### src/rtl/plp_fetch_pkg.sv
// rtl/plp_fetch_pkg.sv - shared types and constants for the ROM fetch prefetch stage
package plp_fetch_pkg;

    localparam int ROM_AW = 9;
    localparam int WORD_W = 32;

    localparam logic [WORD_W-1:0] DEFAULT_RESET_PC = 32'h0000_0000;

    typedef struct packed {
        logic [WORD_W-1:0] pc;
        logic [WORD_W-1:0] instr;
    } fetch_entry_t;

endpackage

### src/rtl/fetch_fifo.sv
// rtl/fetch_fifo.sv - DEPTH-entry fetch FIFO with flush, count and registered head
module fetch_fifo
    import plp_fetch_pkg::*;
#(
    parameter int DEPTH = 4,
    localparam int AW = $clog2(DEPTH),
    localparam int CW = $clog2(DEPTH + 1)
) (
    input  logic          clk,
    input  logic          rst_n,
    input  logic          flush,
    input  logic          push,
    input  fetch_entry_t  push_data,
    input  logic          pop,
    output fetch_entry_t  head,
    output logic          head_valid,
    output logic [CW-1:0] count
);

    fetch_entry_t   mem [DEPTH];
    logic [AW-1:0]  rd_ptr;
    logic [AW-1:0]  wr_ptr;
    logic [AW-1:0]  rd_ptr_n;
    logic [CW-1:0]  count_n;
    fetch_entry_t   head_n;

    always_comb begin
        count_n = count;
        if (push && !pop) begin
            count_n = count + 1'b1;
        end else if (!push && pop) begin
            count_n = count - 1'b1;
        end
        rd_ptr_n = pop ? rd_ptr + 1'b1 : rd_ptr;
        // Head register tracks the entry at the next read pointer; an entry pushed
        // into an otherwise-empty queue goes straight to the head.
        head_n = head;
        if (count_n != '0) begin
            if (push && (count == CW'(pop))) begin
                head_n = push_data;
            end else begin
                head_n = mem[rd_ptr_n];
            end
        end
    end

    always_ff @(posedge clk) begin
        if (push && !flush) begin
            mem[wr_ptr] <= push_data;
        end
    end

    always_ff @(posedge clk or negedge rst_n) begin
        if (!rst_n) begin
            rd_ptr     <= '0;
            wr_ptr     <= '0;
            count      <= '0;
            head       <= '0;
            head_valid <= 1'b0;
        end else if (flush) begin
            rd_ptr     <= '0;
            wr_ptr     <= '0;
            count      <= '0;
            head_valid <= 1'b0;
        end else begin
            rd_ptr     <= rd_ptr_n;
            if (push) begin
                wr_ptr <= wr_ptr + 1'b1;
            end
            count      <= count_n;
            head       <= head_n;
            head_valid <= (count_n != '0);
        end
    end

endmodule

### src/rtl/rom_fetch_prefetch.sv
// rtl/rom_fetch_prefetch.sv - sequential ROM prefetch with redirect flush; ROM_FETCH_BYPASS_EN adds empty-FIFO bypass
module rom_fetch_prefetch
    import plp_fetch_pkg::*;
#(
    parameter int                DEPTH    = 4,
    parameter logic [WORD_W-1:0] RESET_PC = DEFAULT_RESET_PC
) (
    input  logic              clk,
    input  logic              rst_n,
    input  logic              redirect,
    input  logic [WORD_W-1:0] redirect_pc,
    output logic              rom_en,
    output logic [ROM_AW-1:0] rom_addr,
    input  logic [WORD_W-1:0] rom_data,
    output logic              instr_valid,
    input  logic              instr_ready,
    output logic [WORD_W-1:0] instr,
    output logic [WORD_W-1:0] instr_pc
);

    localparam int CW = $clog2(DEPTH + 1);

    logic [WORD_W-1:0] fetch_pc;
    logic [WORD_W-1:0] inflight_pc;
    logic              inflight;
    logic [CW-1:0]     count;
    fetch_entry_t      head;
    fetch_entry_t      ret_entry;
    logic              head_valid;
    logic              push;
    logic              pop;

    // Credit covers the word still in flight so a return always has a free slot.
    assign rom_en    = !redirect && ((int'(count) + int'(inflight)) < DEPTH);
    assign rom_addr  = fetch_pc[ROM_AW+1:2];
    assign ret_entry = '{pc: inflight_pc, instr: rom_data};
    assign pop       = head_valid && instr_ready;

`ifdef ROM_FETCH_BYPASS_EN
    logic bypass;
    assign bypass      = inflight && !head_valid;
    assign instr_valid = head_valid || bypass;
    assign instr       = bypass ? rom_data : head.instr;
    assign instr_pc    = bypass ? inflight_pc : head.pc;
    assign push        = inflight && !redirect && !(bypass && instr_ready);
`else
    assign instr_valid = head_valid;
    assign instr       = head.instr;
    assign instr_pc    = head.pc;
    assign push        = inflight && !redirect;
`endif

    always_ff @(posedge clk or negedge rst_n) begin
        if (!rst_n) begin
            fetch_pc    <= RESET_PC;
            inflight    <= 1'b0;
            inflight_pc <= '0;
        end else if (redirect) begin
            fetch_pc <= {redirect_pc[WORD_W-1:2], 2'b00};
            inflight <= 1'b0;
        end else begin
            inflight <= rom_en;
            if (rom_en) begin
                fetch_pc    <= fetch_pc + 32'd4;
                inflight_pc <= fetch_pc;
            end
        end
    end

    fetch_fifo #(.DEPTH(DEPTH)) u_fifo (
        .clk        (clk),
        .rst_n      (rst_n),
        .flush      (redirect),
        .push       (push),
        .push_data  (ret_entry),
        .pop        (pop),
        .head       (head),
        .head_valid (head_valid),
        .count      (count)
    );

endmodule
### config.mk
export PLATFORM = sky130hd
export DESIGN_NAME = rom_fetch_prefetch
export DESIGN_NICKNAME = d
export VERILOG_FILES = /design/src/rtl/plp_fetch_pkg.sv /design/src/rtl/fetch_fifo.sv /design/src/rtl/rom_fetch_prefetch.sv
export SDC_FILE = /design/constraint.sdc
export NUM_CORES = 1
export LEC_CHECK = 0
export BUFFER_PORTS_ARGS = -buffer_cell sky130_fd_sc_hd__buf_2
export CELL_PAD_IN_SITES_DETAIL_PLACEMENT = 2
export CELL_PAD_IN_SITES_GLOBAL_PLACEMENT = 2
export CORE_ASPECT_RATIO = 2
export CORE_UTILIZATION = 35
export CTS_BUF_LIST = sky130_fd_sc_hd__clkbuf_2 sky130_fd_sc_hd__clkbuf_4 sky130_fd_sc_hd__clkbuf_8
export CTS_CLUSTER_SIZE = 24
export DETAILED_ROUTE_END_ITERATION = 8
export PLACE_DENSITY = 0.8
export RECOVER_POWER = 100
export SLEW_MARGIN = 0
export SYNTH_ARGS = -nofsm -noshare
export SYNTH_HDL_FRONTEND = slang
export SYNTH_SLANG_ARGS = --single-unit
### constraint.sdc
create_clock -name clk -period 6.05 [get_ports clk]
set_clock_uncertainty 0.1 [all_clocks]
set_input_delay 0.9075 -clock clk [delete_from_list [all_inputs] [get_ports clk]]
set_output_delay 0.9075 -clock clk [all_outputs]
set_load 0.005 [all_outputs]
## Yosys cells after proc, flatten, opt, wreduce, memory -nomap -nowiden

Memories as Yosys holds them, arrays and structs flattened.
Cells that the tools add are included.
W data, S select, Z words.

| word-level totals | value |
|---|---|
| register bits after elaboration | 137 |
| bits in writable memories | 256 |
| word-level logic and storage cells | 48 |
| memories kept | 1 |

| operators by class | value |
|---|---|
| $add $sub $neg | 6 |
| $lt $le $gt $ge | 1 |
| eq/ne operators | 1 |
| muxes and demuxes | 14 |
| bitwise gates (word level) | 1 |
| reductions and logical operators | 15 |

Memories:

| memory | words | width | rd ports | clocked after Yosys merged registers in | wr ports | line | RTL |
|---|---|---|---|---|---|---|---|
| u_fifo.mem | 4 | 64 | 1 | 0 | 1 | fetch_fifo.sv:20 | `fetch_entry_t mem [DEPTH];` |

Operators with widths:

| cell | count |
|---|---|
| $mux W32 | 2 |
| $mux W64 | 1 |
| $add A32 B3 Y32 const B | 1 |
| $mux W3 | 3 |
| $mux W2 | 4 |
| $logic_and A1 B1 Y1 | 7 |
| $add A2 B1 Y2 const B | 2 |
| $add A3 B1 Y4 | 1 |
| $lt A4 B3 Y1 const B | 1 |
| $mux W1 | 4 |
| $reduce_and A2 Y1 | 2 |
| $reduce_bool A2 Y1 | 2 |
| $add A3 B1 Y3 const B | 1 |
| $eq A3 B1 Y1 | 1 |
| $logic_not A1 Y1 | 3 |
| $reduce_bool A3 Y1 | 1 |
| $sub A3 B1 Y3 const B | 1 |
| $not A1 Y1 | 1 |

## Depth between registers and ports, before layout

Gate-level depths: netlist of run 1.

| logic depth | value |
|---|---|
| depth in word-level cells | 8 |
| depth in mapped cells | 9 |
| mapped depth without buffers | 7 |

## By module

From an unflattened synthesis of run 1, not the netlist that was laid out.

| second synthesis, totals | value |
|---|---|
| cell total of the unflattened synthesis | 1,097 |
| area total of the unflattened synthesis | 16,330.7 µm² |

By module, submodules not included:

| module | times used | cells each | area each (µm²) |
|---|---|---|---|
| fetch_fifo | 1 | 813 | 13,304.0 |
| rom_fetch_prefetch | 1 | 284 | 3,026.7 |

## Worst setup path after synthesis of run 1

Ideal clock, no wire load.

| timing | value |
|---|---|
| kind | in2reg |
| start | input port redirect |
| end | memory u_fifo.mem[0][0] (netlist bit) (enable) |
| setup time | 0.427 ns |
| arrival time | 2.636 ns |
| slack | 2.888 ns |
| stages | 2 |
| path buffers | 0 |
| cell sequence | and2b_1 and2_1 |

| between the ends | value |
|---|---|
| word-level cells in the longest chain between the ends | 5 |

RTL lines:

| element | line | RTL |
|---|---|---|
| start, declared | rom_fetch_prefetch.sv:10 | `input logic redirect,` |
| $logic_not A1 Y1 * | fetch_fifo.sv:48, rom_fetch_prefetch.sv:50 |  |
| $logic_and A1 B1 Y1 | rom_fetch_prefetch.sv:50 | `assign push = inflight && !redirect;` |
| $logic_and A1 B1 Y1 * | fetch_fifo.sv:48 | `if (push && !flush) begin` |
| $mux W1 * | fetch_fifo.sv:48 |  |
| $mux W1 (not written as such) * | fetch_fifo.sv:49 | `mem[wr_ptr] <= push_data;` |
| end, declared | fetch_fifo.sv:20 |  |

Every way passes the cells marked *; elsewhere a longest branch is shown, timed or not.

## Final worst setup path of run 1

| timing | value |
|---|---|
| start | register inflight |
| end | output port rom_en |

| between the ends | value |
|---|---|
| word-level cells in the longest chain between the ends | 3 |

RTL lines:

| element | line | RTL |
|---|---|---|
| start, declared | rom_fetch_prefetch.sv:25 | `logic inflight;` |
| start signal, assigned | rom_fetch_prefetch.sv:62 | `inflight <= rom_en;` |
| $add A3 B1 Y4 | rom_fetch_prefetch.sv:34 | `assign rom_en = !redirect && ((int'(count) + int'(inflight)) < DEPTH);` |
| $lt A4 B3 Y1 | rom_fetch_prefetch.sv:34 |  |
| $logic_and A1 B1 Y1 | rom_fetch_prefetch.sv:34 |  |
| end, declared | rom_fetch_prefetch.sv:12 | `output logic rom_en,` |

No other way between the ends.

==> results of run 1 <==
## cells in the mapped netlist (2+ instances only)
library cell	count	area (um2)
nor2_1	11	41.3
nand2_1	165	619
xnor2_1	28	245
buf_1	5	18.8
a21oi_1	2	10.0
and4_1	4	35.0
nand3_1	7	35.0
and3_1	127	795
mux2_2	33	372
a221o_1	61	611
edfxtp_1	248	7450
mux2_4	60	901
nor3_1	12	60.1
xor2_1	6	52.6
ha_1	7	87.6
buf_8	6	90.1
buf_2	14	70.1
buf_4	13	97.6
a211oi_1	123	923
a2111oi_0	61	534
mux2i_1	66	661
inv_1	13	48.8
o21ai_0	30	150
nor4_1	5	31.3
and2_1	6	37.5
a31oi_1	62	388
clkbuf_1	106	398
dfrtp_1	131	3280
buf_6	7	78.8
nand4_1	6	37.5
## power by group
group | total, uW | internal [uW] | switching [uW]
registers | 3870 | 3340 | 524
clock network | 2150 | 1110 | 1040
logic | 2910 | 1260 | 1640
total | 8930 | 5720 | 3210
## final cells by class
| cell class | instances | area, um2 |
|---|---|---|
| timing repair buffer | 159 | 748 |
| inverter | 13 | 48.8 |
| fill | 5366 | 31600 |
| multi-input combinational | 901 | 6590 |
| antenna | 3 | 7.51 |
| clock buffer | 87 | 1060 |
| clock inverter | 16 | 77.6 |
| sequential | 379 | 10700 |
| tap | 660 | 826 |
## worst paths after layout
path / slack [ns] / endpoint / cells past startpoint
min in group clk: 0.38 / fetch_pc[20] / 3
min reg2reg: 0.39 / u_fifo.head[7] / 1
max in group asynchronous: 1.85 / u_fifo.head_valid / 2
max reg2reg: 1.63 / u_fifo.head[43] / 7
min: 0.15 / u_fifo.head[4] / 1
max: 1.37 / rom_en / 4
## worst max-delay path: stages (launching register included)
cell      delay, ns
dfrtp_1        0.53
a31oi_1        0.81
and2_0         0.22
clkbuf_1       1.27
clkbuf_1       0.20
## kinds of logic (layout without fill, tap and decap cells)
| family | after synthesis | after routing | share of synthesized area [%] |
|---|---|---|---|
| AOI/OAI and AO/OA | 345 | 345 | 14.6 |
| other | 1 | 5 | 0.0205 |
| xor gates and xnor gates | 34 | 34 | 1.63 |
| muxes | 159 | 159 | 10.6 |
| buffers and inverters | 164 | 275 | 4.38 |
| DFF | 379 | 379 | 58.6 |
| and+or+nand+nor | 353 | 353 | 9.72 |
| adders and majority gates | 8 | 8 | 0.533 |
## layer usage
metal / up-vias / track usage [%] / wire (um)
li1: 5748 / - / -
met1: 6756 / 24.2 / 22000
met2: 260 / 38.5 / 29400
met3: 97 / 2.50 / 1720
met4: 0 / 8.51 / 1560
met5: - / 0 / 0
## flip-flops by register name, indices dropped and copies added (netlist names)
name / count
u_fifo.head: 62
u_fifo.wr_ptr: 2
inflight: 1
u_fifo.rd_ptr: 2
u_fifo.head_valid: 1
u_fifo.count: 3
fetch_pc: 30
inflight_pc: 30
u_fifo.mem: 248
## per-stage QoR
step           instance area [um2]  utilization (%)  setup WS (ns)  total power (uW)
2_1_floorplan                18300                -           2.89              6190
5_1_grt                      20100             38.9           1.04              9450
4_1_cts                      20400             39.6           1.76              9500
3_3_place_gp                 19300             37.4           1.46              7070
6_report                     20100             38.9           1.37              8930
3_5_place_dp                 19300             37.4           1.32              7290
==> reports/qor.yml, run 1 <==
synth_cells: 1443
cts_resized: 0
ios: 143
ys_types: 48
peakVddDrop_mv: 0.223
synthArstFlopShare_pct: 34.6
areaGrowthSynthToFinish_pct: 9.68
postRouteAntennaNets: 0
numCtsBuffers: 56
endpoint_kind: "output pin"
synth_flop_cell: "edfxtp_1"
hold_violations: 0
cts_hold_buf: 0
antenna_found_initial: 2
gr-usage-all-layers_pct: 21.0
ys_ff_latch: 379
post-route-period-util_pct: 77.3
critPathRequiredTime_ns: 5.04
grt_pass1_wl_um: 86300
tightest_slew_ns: 3.09
path_max_fanout: 32
maxSlewViolCount: 321
syn_area_per_cell_um2: 12.7
holdWs_ns: 0.147
relSlewSlack_pct: -106
power.density_nw_per_um2: 444
vias: 12861
outcome: "finished, violations left"
dp_cells: 2112
violations: "capacitance limit, slew limit"
drt-pass1-iter-count: 5
postRouteWirelength_um: 54700
dr.first_iter.drc_count: 652
arrival_ns: 3.67
final_cell_mix: "edfxtp_1, nand2_1, dfrtp_1"
die_width_um: 164
overflow: 0
core_area_um2: 51700
rr_startpoint: "u_fifo.head_valid"
rsz0062_at_grt: "no"
cellLeakagePower_uw: 0.00743
cts_tree: "yes"
mostFrequentLayoutCell: "edfxtp_1"
rows: 118
dp_hpwl_um: 32100
die-area_um2: 53300
layout_min_cycle_time_ns: 4.68
finalSetupTns_ns: 0
drt-wirelength-per-cell_um: 24.6
vias_per_cell: 5.80
start_util_pct: 35.4
clk_latency_ns: 0.64
seq_area_frac_synth_pct: 58.6
synth_edf_count: 248
holdCritPathClass: "input pin to async pin"
setup_viol_count_final: 0
path_clk_slew_ns: 0.06
max_cap_violations: 8
netlist_area_um2: 18300
root_buffer: "clkbuf_8"
startpoint: "inflight"
die_h_um: 325
clock-sinks: 379
nets: 1585
crit_path_start_kind: "flop"
postCtsSetupRepairBufs: 0
grt_max_degree: 124
yosysWarnings: 0
place.gp.congestion: 0.705
critical_path_class: "flop to output pin"
cts_buffer_depth: 3
max_freq_ghz: 0.214
drive_above_1_share_pct: 14.5
io_buffers: 138
drc: 0
fin_cells: 2218
h-tree-depth: 2
first_global_vias: 14762
Power figures use the tool's default switching activity.
==> run 2: changes to the inputs <==
- ABC_AREA: unset -> 1
- PLACE_DENSITY: 0.8 -> 0.87
- clock period: 6.05 -> 4.1 ns (I/O delays scaled with it)
==> run 2 against run 1 <==
  * The flow still finishes with violations (capacitance limit, slew limit)
  * Via count rose by 1.5%
  * Cell area is 5.8% lower
  * Final cell count increased by 11%
  * Setup slack got worse by 0.59 ns
  * Register-to-register slack got worse by 0.85 ns
  * Sequential cell count did not move
  * Area after synthesis down 9.9%
  * Sequential power up 38%
  * Clock power grew 57%
  * Clock-buffer cell count shrank 13
  * Global-route usage is 2.8 points higher
  * Power increased by 41%
  * Largest cell class unchanged
==> reports/qor.yml, run 2 <==
postRouteWirelength_um: 55600  # +1.8%
synth_cells: 1656  # +15%
max_freq_ghz: 0.302
cellLeakagePower_uw: 0.00781  # +5.1%
synth_flop_cell: "edfxtp_1"
synthArstFlopShare_pct: 34.6  # unchanged
drive_above_1_share_pct: 10.6  # -3.9 points
r2r_cells: 3  # -4
synthTopCellsByArea: "edfxtp_1, dfrtp_1, nand3_1, nand2_1, inv_1"
synth_top_area_share_pct: 45.1  # +4.5 points
path_cells: "nand2_1 > nor2_1 > clkbuf_1"
tightest_slew_ns: 2.46  # -0.630 ns
grt_pass1_wl_um: 86100  # -0.25%
critical_path_class: "flop to flop"
yosysMostFrequentCell: "nand2_1"
finalInstanceArea_um2: 18900  # -5.8%
holdWs_ns: 0.105  # -0.0421 ns
dp_hpwl_um: 35700  # +11%
first_global_vias: 15090  # +2.2%
cpPeakStageDelay_ns: 1.24  # -0.03 ns
areaGrowthSynthToFinish_pct: 14.7
cts_tree: "yes"
clock_power_share_pct: 26.9  # +2.8 points
numCtsBuffers: 55  # -1.8%
postCtsSetupRepairBufs: 0  # unchanged
rsz0062_at_grt: "no"
place.gp.congestion: 0.823  # +17%
postPlaceCellArea_um2: 17900  # -7.3%
grt_max_degree: 91  # -27%
netlist_area_um2: 16500  # -9.9%
endpoint_kind: "flop"
outcome: "finished, violations left"
dr.first_iter.drc_count: 499  # -23%
maxSlewViolCount: 204  # -36%
relSlewSlack_pct: -64.2  # +42 points
io_buffers: 138  # unchanged
cts_buffer_depth: 3  # unchanged
seq_area_frac_synth_pct: 65.0  # +6.4 points
peakVddDrop_mv: 0.377  # +70%
die-area_um2: 48100  # -9.8%
combPwrFrac_pct: 30.7  # -1.9 points
path_clk_slew_ns: 0.07  # about the same
clock-sinks: 379  # unchanged
core_area_um2: 46500  # -10%
path_max_fanout: 16  # -50%
syn_area_per_cell_um2: 9.97  # -21%
start_util_pct: 35.5  # +0.037 points
hold_violations: 0  # unchanged
internal_power_uw: 7790  # +36%
die_h_um: 309  # -5.0%
largest_register_ffs: 248  # unchanged
postRouteAntennaNets: 0  # unchanged
power.density_nw_per_um2: 664  # +49%
synth_top_area_cell: "edfxtp_1"
synth_edf_count: 248  # unchanged
finalSetupTns_ns: 0  # unchanged
ys_ff_latch: 379  # unchanged
nets: 1852  # +17%
drt-wirelength-per-cell_um: 22.7  # -7.9%
vias: 13052  # +1.5%
holdCritPathClass: "input pin to flop"
arrival_ns: 3.45  # -0.22 ns
setup_ws_ns: 0.784  # -0.586 ns
antenna_found_initial: 2  # unchanged
max_cap_violations: 5  # -3
cp_slowest_cell: "nor2_1"
crit_path_start_kind: "flop"
synthTopCellsByCount: "nand2_1, nand3_1, edfxtp_1"
violations: "capacitance limit, slew limit"
h-tree-depth: 2  # unchanged
post-route-period-util_pct: 80.9
drc: 0  # unchanged
ys_types: 33  # -31%
mostFrequentLayoutCell: "nand2_1"
die_width_um: 156  # -5.0%
ios: 143  # unchanged
swShare_pct: 38.0  # +2.1 points
cpLargestDelayFamily: "simple AND/OR/NAND/NOR gates"
yosysWarnings: 0  # unchanged
final_cell_mix: "nand2_1, nand3_1, edfxtp_1"
seqPwrFrac_pct: 42.4  # -0.9 points
root_buffer: "clkbuf_8"
gr-usage-all-layers_pct: 23.8  # +2.8 points
vias_per_cell: 5.32  # -8.2%
setup_viol_count_final: 0  # unchanged
drt-pass1-iter-count: 5  # unchanged
layout_min_cycle_time_ns: 3.32
power_switching_uw: 4780  # +49%
rows: 112  # -5.1%
top_register: "u_fifo.mem"
worstSetupPathDepth: 3  # -1
overflow: 0  # unchanged
clk_latency_ns: 0.65  # about the same
dpl_worst_slack_ns: 1.24  # -0.0730 ns
critPathRequiredTime_ns: 4.24  # -0.80 ns
cp.buffers_inverters: 1  # -1
reg_top3: "u_fifo.mem (248), u_fifo.head (62)"
holdPathStages: 3
==> run 2: worst paths after layout <==
check                                 from                 to  slack, ns
setup / recovery                  inflight  u_fifo.mem[3][54]       0.78
hold / removal             redirect_pc[20]       fetch_pc[20]       0.11
setup reg to reg                  inflight  u_fifo.mem[3][54]       0.78
hold reg to reg             u_fifo.head[9]     u_fifo.head[9]       0.40
max in group asynchronous            rst_n        fetch_pc[5]       1.24
min in group asynchronous            rst_n     u_fifo.head[0]       1.16
==> run 2: tightest hold or removal path, stage by stage <==
cell and delay, ns:
buf_2 0.07, nand2_1 0.04, nand3_1 0.07
==> run 2: cell type report <==
class                      count  area [um2]
clock buffer                  74         943
inverter                      65         244
clock inverter                29         282
tap                          627         785
multi-input combinational   1106        5050
fill                        5109       27600
timing repair buffer         170         892
sequential                   379       10700
antenna                        2        5.00
==> run 2: repair_timing <==
item | 4_1_cts | 5_1_grt
resized for setup | 0 | 0
hold buffers | 1 | 0
hold endpoints to repair | 19 | 0
==> run 2: kinds of logic (layout without fill, tap and decap cells) <==
logic type      after synthesis  count (layout)  synth area share (%)
fa+ha+maj                     7               7                 0.531
buf+inv                     172             338                  4.57
flops                       379             379                  65.0
xor+xnor                     11              11                 0.584
simple gates               1021            1021                  27.1
other cells                   1               4                0.0227
compound gates               65              65                  2.23
==> run 2: power by group through the flow <==
stage	Combinational [uW]	Sequential, uW	Clock, uW
after CTS	4020	5340	3460
after detailed placement	3940	5400	0
after floorplan	2360	5270	0
final	3860	5330	3380
after global routing	4300	5410	3580
after global placement	3660	5330	0
==> run 2: through the flow <==
| step | total power, uW | instances | utilization, % |
|---|---|---|---|
| after floorplan | 7620 | 1657 | - |
| after global placement | 8990 | 2346 | 38.5 |
| after detailed placement | 9340 | 2346 | 38.5 |
| after CTS | 12800 | 2450 | 41.1 |
| after global routing | 13300 | 2452 | 40.7 |
| final | 12600 | 2452 | 40.7 |
==> run 2: per-layer routing <==
metal  track usage, %  share of wire (%)  wire [um]
met1             23.6                 35      19600
met2             47.3                 57      31600
met3             2.58                3.2       1770
met4             12.6                4.8       2680
met5                0                  0          0
